**src/rtl/put_module.sv**
```systemverilog
// ---------------------------------------------------------------------------
// put_module
//
// Write-side handshake between a streaming IPPro core and its downstream
// output FIFO. Core results are captured in a small circular buffer. The
// buffer drains into the downstream FIFO whenever that FIFO is not full.
// The core is throttled with a registered STALL so that it never has to
// react combinationally to the downstream FULL flag.
//
// Parameters
//   DATA_WIDTH : width of a core result / FIFO data word
//   DEPTH      : number of buffer entries (power of two, >= 2)
//   CNT_WIDTH  : width of COUNT, log2(DEPTH)+1
//
// Ports
//   CLK            in   system clock, all state on the rising edge
//   RESET          in   asynchronous active-low reset
//   ENABLE         in   core presents a valid result on DATA_IN
//   DATA_IN        in   core result word
//   FULL           in   downstream FIFO full flag
//   FIFO_WRITE_EN  out  write strobe to the downstream FIFO
//   FIFO_DATA_OUT  out  head-of-buffer word to the downstream FIFO
//   STALL          out  registered back-pressure to the core
//   COUNT          out  current buffer occupancy, 0..DEPTH
//   OVERFLOW       out  sticky flag, set when a result had to be dropped
// ---------------------------------------------------------------------------
module put_module #(
  parameter int DATA_WIDTH = 16,
  parameter int DEPTH      = 4,
  parameter int CNT_WIDTH  = 3
) (
  input  logic                  CLK,
  input  logic                  RESET,
  input  logic                  ENABLE,
  input  logic [DATA_WIDTH-1:0] DATA_IN,
  input  logic                  FULL,
  output logic                  FIFO_WRITE_EN,
  output logic [DATA_WIDTH-1:0] FIFO_DATA_OUT,
  output logic                  STALL,
  output logic [CNT_WIDTH-1:0]  COUNT,
  output logic                  OVERFLOW
);

  localparam int PTR_W = (DEPTH > 1) ? $clog2(DEPTH) : 1;
  localparam logic [CNT_WIDTH-1:0] DEPTH_C     = CNT_WIDTH'(DEPTH);
  localparam logic [CNT_WIDTH-1:0] STALL_LEVEL = CNT_WIDTH'(DEPTH - 1);

  logic [DATA_WIDTH-1:0] memQ [DEPTH];

  logic [PTR_W-1:0]     wrPtrQ, wrPtrD;
  logic [PTR_W-1:0]     rdPtrQ, rdPtrD;
  logic [CNT_WIDTH-1:0] countQ, countD;
  logic                 stallQ, stallD;
  logic                 overflowQ, overflowD;

  logic popNow;
  logic pushNow;
  logic dropNow;

  // Handshake decisions for this cycle. A pop frees a slot in the same cycle,
  // so a push is still accepted when the buffer is full but draining.
  always_comb begin
    popNow  = ~FULL & (countQ != '0);
    pushNow = ENABLE & ((countQ < DEPTH_C) | popNow);
    dropNow = ENABLE & ~pushNow;
  end

  // Next-state for pointers, occupancy and flags. Pointers are exactly
  // log2(DEPTH) bits so they wrap on their own. STALL looks at the next
  // occupancy: asserting it one slot early leaves room for the result the
  // core issues before it sees the registered STALL.
  always_comb begin
    wrPtrD    = wrPtrQ;
    rdPtrD    = rdPtrQ;
    countD    = countQ;
    overflowD = overflowQ | dropNow;

    if (pushNow) begin
      wrPtrD = wrPtrQ + PTR_W'(1);
    end
    if (popNow) begin
      rdPtrD = rdPtrQ + PTR_W'(1);
    end

    case ({pushNow, popNow})
      2'b10:   countD = countQ + CNT_WIDTH'(1);
      2'b01:   countD = countQ - CNT_WIDTH'(1);
      default: countD = countQ;
    endcase

    stallD = (countD >= STALL_LEVEL);
  end

  // Control state, cleared asynchronously. Buffered data is abandoned by
  // simply resetting the pointers.
  always_ff @(posedge CLK or negedge RESET) begin
    if (!RESET) begin
      wrPtrQ    <= '0;
      rdPtrQ    <= '0;
      countQ    <= '0;
      stallQ    <= 1'b0;
      overflowQ <= 1'b0;
    end else begin
      wrPtrQ    <= wrPtrD;
      rdPtrQ    <= rdPtrD;
      countQ    <= countD;
      stallQ    <= stallD;
      overflowQ <= overflowD;
    end
  end

  // Buffer storage has no reset; its contents only matter between the
  // pointers, which are themselves reset.
  always_ff @(posedge CLK) begin
    if (pushNow) begin
      memQ[wrPtrQ] <= DATA_IN;
    end
  end

  assign FIFO_WRITE_EN = popNow;
  assign FIFO_DATA_OUT = memQ[rdPtrQ];
  assign STALL         = stallQ;
  assign COUNT         = countQ;
  assign OVERFLOW      = overflowQ;

endmodule

```
**config.mk**
```make
export PLATFORM = sky130hd
export DESIGN_NAME = put_module
export DESIGN_NICKNAME = d
export VERILOG_FILES = /design/src/rtl/put_module.sv
export SDC_FILE = /design/constraint.sdc
export NUM_CORES = 1
export LEC_CHECK = 0
export BUFFER_PORTS_ARGS = -buffer_cell sky130_fd_sc_hd__buf_2
export CORE_UTILIZATION = 45
export CTS_CLUSTER_SIZE = 12
export DETAILED_ROUTE_END_ITERATION = 12
export PLACE_DENSITY = 0.65
export SYNTH_ARGS = -nofsm -noshare
export SYNTH_HDL_FRONTEND = slang
export SYNTH_SLANG_ARGS = --single-unit
```
**constraint.sdc**
```tcl
create_clock -name CLK -period 2.6 [get_ports CLK]
set_input_delay 0.13 -clock CLK [delete_from_list [all_inputs] [get_ports CLK]]
set_output_delay 0.13 -clock CLK [all_outputs]
set_load 0.02 [all_outputs]
```
== Word level (Yosys, flattened, before mapping) ==
Memories as Yosys holds them, arrays and structs flattened.
Cells that the tools add are included.

* Register bits after elaboration: 9
* Latch bits: 0
* Bits in writable memories: 64
* Memory bits (read-only): 0
* Input bits: 20
* Output and inout port bits: 22
* Logic and storage cells: 25
* Memories kept: 1

{| class="wikitable"
|+ Memories
! name !! depth !! bits a word !! read ports !! clocked after Yosys merged registers in !! write ports !! line !! source
|-
| memQ || 4 || 16 || 1 || 0 || 1 || 48 || <nowiki>logic [DATA_WIDTH-1:0] memQ [DEPTH];</nowiki>
|}

* Add/subtract/negate cells: 4
* Multiply operators: 0
* Div/mod/pow operators: 0
* $lt $le $gt $ge: 2
* Equality and inequality tests: 2
* Shift operators: 0
* Multiplexer cells: 3
* Bitwise logic cells: 7
* Reduce and logical (&&, ||, !) cells: 1

{| class="wikitable"
|+ Operators by type and width
! cell !! count
|-
| case mux 3 bit (2 select lines) || 1
|-
| adder 2 x 1 -> 2 bit, second input constant || 2
|-
| adder 3 x 1 -> 3 bit, second input constant || 1
|-
| AND 1 bit || 3
|-
| greater-or-equal comparator 3 x 2 -> 1 bit, second input constant || 1
|-
| less-than comparator 3 bit, second input constant || 1
|-
| nonzero test 3 bit || 1
|-
| subtractor 3 x 1 -> 3 bit, second input constant || 1
|-
| equality test 2 x 1 -> 1 bit, second input constant || 1
|-
| equality test 2 bit, second input constant || 1
|-
| 2-to-1 mux 1 bit || 2
|-
| NOT 1 bit || 2
|-
| OR 1 bit || 2
|}

== Longest topological paths before layout ==
* Depth after elaboration: 7
* Depth in mapped cells: 8
* Gate-level depth less buffers: 8

== Least setup slack after synthesis ==
Ideal clock, no wire load.

* Kind: register -> register
* From: reg countQ[2] (netlist: COUNT[2])
* To: reg stallQ (netlist: STALL)
* Library setup time: 87 ps
* Data arrival time: 1939 ps
* Path slack: 574 ps
* Stages on the path, launching flop included: 8
* Path buffers: 0
* Period minus slack after synthesis: 2026 ps
* Cells stage by stage: dfrtp_1 > a21boi_1 > inv_1 > ha_1 > inv_1 > fa_1 > o22a_1 > o211ai_1

* Cells in the longest elaborated chain, start to end: 7

{| class="wikitable"
|+ Ends and longest elaborated chain
! element !! line !! source
|-
| start: declaration || 52 || <nowiki>logic [CNT_WIDTH-1:0] countQ, countD;</nowiki>
|-
| start signal: assignment || 106 || <nowiki>countQ <= countD;</nowiki>
|-
| parallel branches: the longest is 5 deep, another holds less-than comparator 3 bit || - ||
|-
| case mux 3 bit (2 select lines) * || 85 || <nowiki>case ({pushNow, popNow})</nowiki>
|-
| greater-or-equal comparator 3 x 2 -> 1 bit * || 91 || <nowiki>stallD = (countD >= STALL_LEVEL);</nowiki>
|-
| net stallD || 53 || <nowiki>logic stallQ, stallD;</nowiki>
|-
| end signal: assignment || 107 || <nowiki>stallQ <= stallD;</nowiki>
|-
| end: declaration || 53 ||
|}

Mark *: on every way through the listed nets, which the timed path passes.
A chain may end at the register's enable or synchronous reset.

== Worst setup path in the final report ==
* From: reg countQ[0] (netlist: COUNT[0])
* To: reg stallQ (netlist: STALL)

Same word-level chain as after synthesis.

==> results.cfg <==
[drt]
vias = 1378
drt_iter0_drc = 45
wirelength_met1_um = 1871
ant_nets = 0
routed-wl-met3_um = 183
routed.top_layer = met4
routed_wirelength_um = 4672
dr_wl_met2_um = 2555
drc = 0
routed_via_density = 5.180
wl_per_cell_um = 17.56
first_pass_iters = 4

[worst_hold_path]
min_to = memQ[1][2]$_DFFE_PP_
hold_path.class = input pin to flop
worstHoldPathCells = 1
hold_start = DATA_IN[2]

[power]
p_sw_share_pct = 29.98
p_total_mw = 4.154
p_per_area_nw_per_um2 = 1199
power_frac_comb_pct = 30.4
p_switching_mw = 1.246
p_int_mw = 2.909
ir_drop_mv = 0.6852
cellLeakagePower_nw = 1.304
clkPwrFrac_pct = 29.1
seq_power_share_pct = 40.5

[global_route]
grt_first_pass_wirelength_um = 7176
grt_overflow_total = 0
grt_max_degree = 18
antenna_found_initial = 0
grt_pass1_vias = 1453
grtUsageTotal_pct = 15.80

[critical_path]
cp-end-kind = flop
reg2reg_depth = 7
worstPathArrival_ns = 2.45
crit_fanout = 6
critPathKind = flop to flop
path_cells = nor3_1 > nor2_1 > ha_1 > inv_1 > fa_1 > o22a_1 > o211ai_1
worst_setup_path_start_kind = flop
regToRegEndpoint = STALL$_DFF_PN0_
cp_slowest_cell = dfrtp_1
critPathTopFamily = adder cells
cp_num_buf_inv = 1
slowest_delay_ns = 0.45
required_ns = 2.83
ff2ff_setup_slack_ns = 0.39
reg2reg_from = COUNT[0]$_DFF_PN0_

[finish]
syn_to_final_growth_pct = 21.61
nFillCells = 464
antennaDiodeCount = 0
drive_above_1_share_pct = 37.70
layout.nets = 212
regArea_um2 = 2147
multiInputGateArea_um2 = 638.1
utilization_pct = 57.50

[synth]
ys_ff_latch = 73
synth_top_area_cell = edfxtp_1
syn-num-nets = 155
synth.distinct_cells = 25
synth_top_area_share_pct = 67.46
avgSynthCellArea_um2 = 22.09
synth_area_um2 = 2849
ys_warn_count = 0
ys_seq_area_share_pct = 75.36
synth_cells = 129
yosys-top-cells-area = edfxtp_1 (67%), dfrtp_1 (7.9%), mux4_1 (7.4%)

[clocking]
h-tree-depth = 3
postCtsSetupRepairBufs = 0
clock-sinks = 73
clk_path_buf_depth = 2
cts_tree = done
ctsResizeCount = 0
cts_buffers = 9
clk_transition_reported_paths_ns = 0.08
clkLatencyLatePin_ns = 0.32
cts_root_buf = clkbuf_8

[floorplan]
row_count = 28
die_h_um = 81.57
start_util_pct = 47.28
die_w_um = 81.57
core_um2 = 6026
dieArea_um2 = 6654
io_pins = 42

[timing]
rsz0062_at_grt = no
hold_ws_ns = 0.01599
fmax_ghz = 0.4517
slew_headroom_pct = 49.50
final.setup_skew_ns = 0.01007
drv_slew = 0
fin_crit_sh_pct = 85.15
tightest_slew_ns = 0.7576
setup_viol = 0
final_hold_viol_count = 0
finalCriticalPeriod_ns = 2.214
tns_ns = 0

[job]
max_cap_violations = 0

[place]
hpwlAfterDp_um = 3018
gp_congestion = 0.6638
io_buffer_count = 41

[run_status]
status = complete, no violations
==> stage by stage <==
step / worst slack [ns] / instance area [um^2] / std cells
global placement: 0.6374 / 3152 / 247
floorplan: 0.5740 / 2849 / 129
CTS: 0.3687 / 3455 / 265
detailed placement: 0.3907 / 3152 / 247
global route: 0.3123 / 3465 / 266
finish: 0.3860 / 3465 / 266
==> state kept, by name, summed over array words and instances (netlist names) <==
register  flops
rdPtrQ        2
memQ         64
wrPtrQ        2
COUNT         3
STALL         1
OVERFLOW      1
==> power groups by stage <==
stage / registers, mW / clock network [mW] / logic (mW)
6_report: 1.68 / 1.21 / 1.26
5_1_grt: 1.71 / 1.28 / 1.36
4_1_cts: 1.68 / 1.23 / 1.28
3_5_place_dp: 1.71 / 0 / 1.28
3_3_place_gp: 1.68 / 0 / 1.23
2_1_floorplan: 1.66 / 0 / 0.935
==> cells in the final DEF, fill, tap and decap left out, types with 2 or more instances in the layout <==
master and n:
ha_1 5, o21ai_0 2, inv_1 6, dlygate4sd3_1 3, edfxtp_1 64, nor2_1 2, nand2_1 2, buf_4 6
xnor2_1 2, dfrtp_1 9, and2_1 4, clkbuf_8 9, buf_2 41, mux4_1 8, bufinv_16 5, xor2_1 3
mux4_2 8
==> layout make-up <==
class                   instances  area share [%]
multi-input cells              46           18.42
flip-flops and latches         73           61.97
clock buffers                  10           3.684
repair buffers                 50           8.090
well taps                      75           2.709
clock inverters                 6           4.478
inverters                       6          0.6501
==> synth_stat cells <==
cell / instances
a21boi_1: 1
a31o_2: 1
and2_1: 4
buf_12: 1
buf_2: 2
buf_6: 1
dfrtp_1: 9
edfxtp_1: 64
fa_1: 1
ha_1: 5
inv_1: 6
mux2i_1: 1
mux4_1: 8
mux4_2: 8
nand2_1: 2
nand3_1: 1
nor2_1: 2
nor3_1: 1
nor3b_2: 1
o211ai_1: 1
o21ai_0: 2
o22a_1: 1
or3_1: 1
xnor2_1: 2
xor2_1: 3
==> metal layers <==
metal / GRT usage (%) / up-vias
li1: - / 632
met3: 3.556 / 6
met2: 28.33 / 35
met5: 0 / -
met4: 8.421 / 0
met1: 17.41 / 705
==> how the worst max path moves through the flow <==
stage                            start         endpoint  depth (start not counted)
CTS                 COUNT[0]$_DFF_PN0_  STALL$_DFF_PN0_                          7
detailed placement  COUNT[0]$_DFF_PN0_  STALL$_DFF_PN0_                          7
global placement    COUNT[0]$_DFF_PN0_  STALL$_DFF_PN0_                          7
global route        COUNT[0]$_DFF_PN0_  STALL$_DFF_PN0_                          7
floorplan           COUNT[2]$_DFF_PN0_  STALL$_DFF_PN0_                          7
finish              COUNT[0]$_DFF_PN0_  STALL$_DFF_PN0_                          7
==> kinds of logic (layout without fill, tap and decap cells) <==
kind of cell | count (synthesis) | in the layout | synth area share [%]
AOI/OAI and AO/OA | 6 | 6 | 1.494
xor gates and xnor gates | 5 | 5 | 1.537
adders and majority gates | 6 | 6 | 2.899
buffers and inverters | 10 | 72 | 2.240
DFF | 73 | 73 | 75.36
muxes | 17 | 17 | 14.05
and+or+nand+nor | 12 | 12 | 2.415
==> timing repair <==
item	4_1_cts	5_1_grt
hold buffers	2	1
hold endpoints to repair	13	1
setup endpoints to repair	0	0
Power figures use the tool's default switching activity.
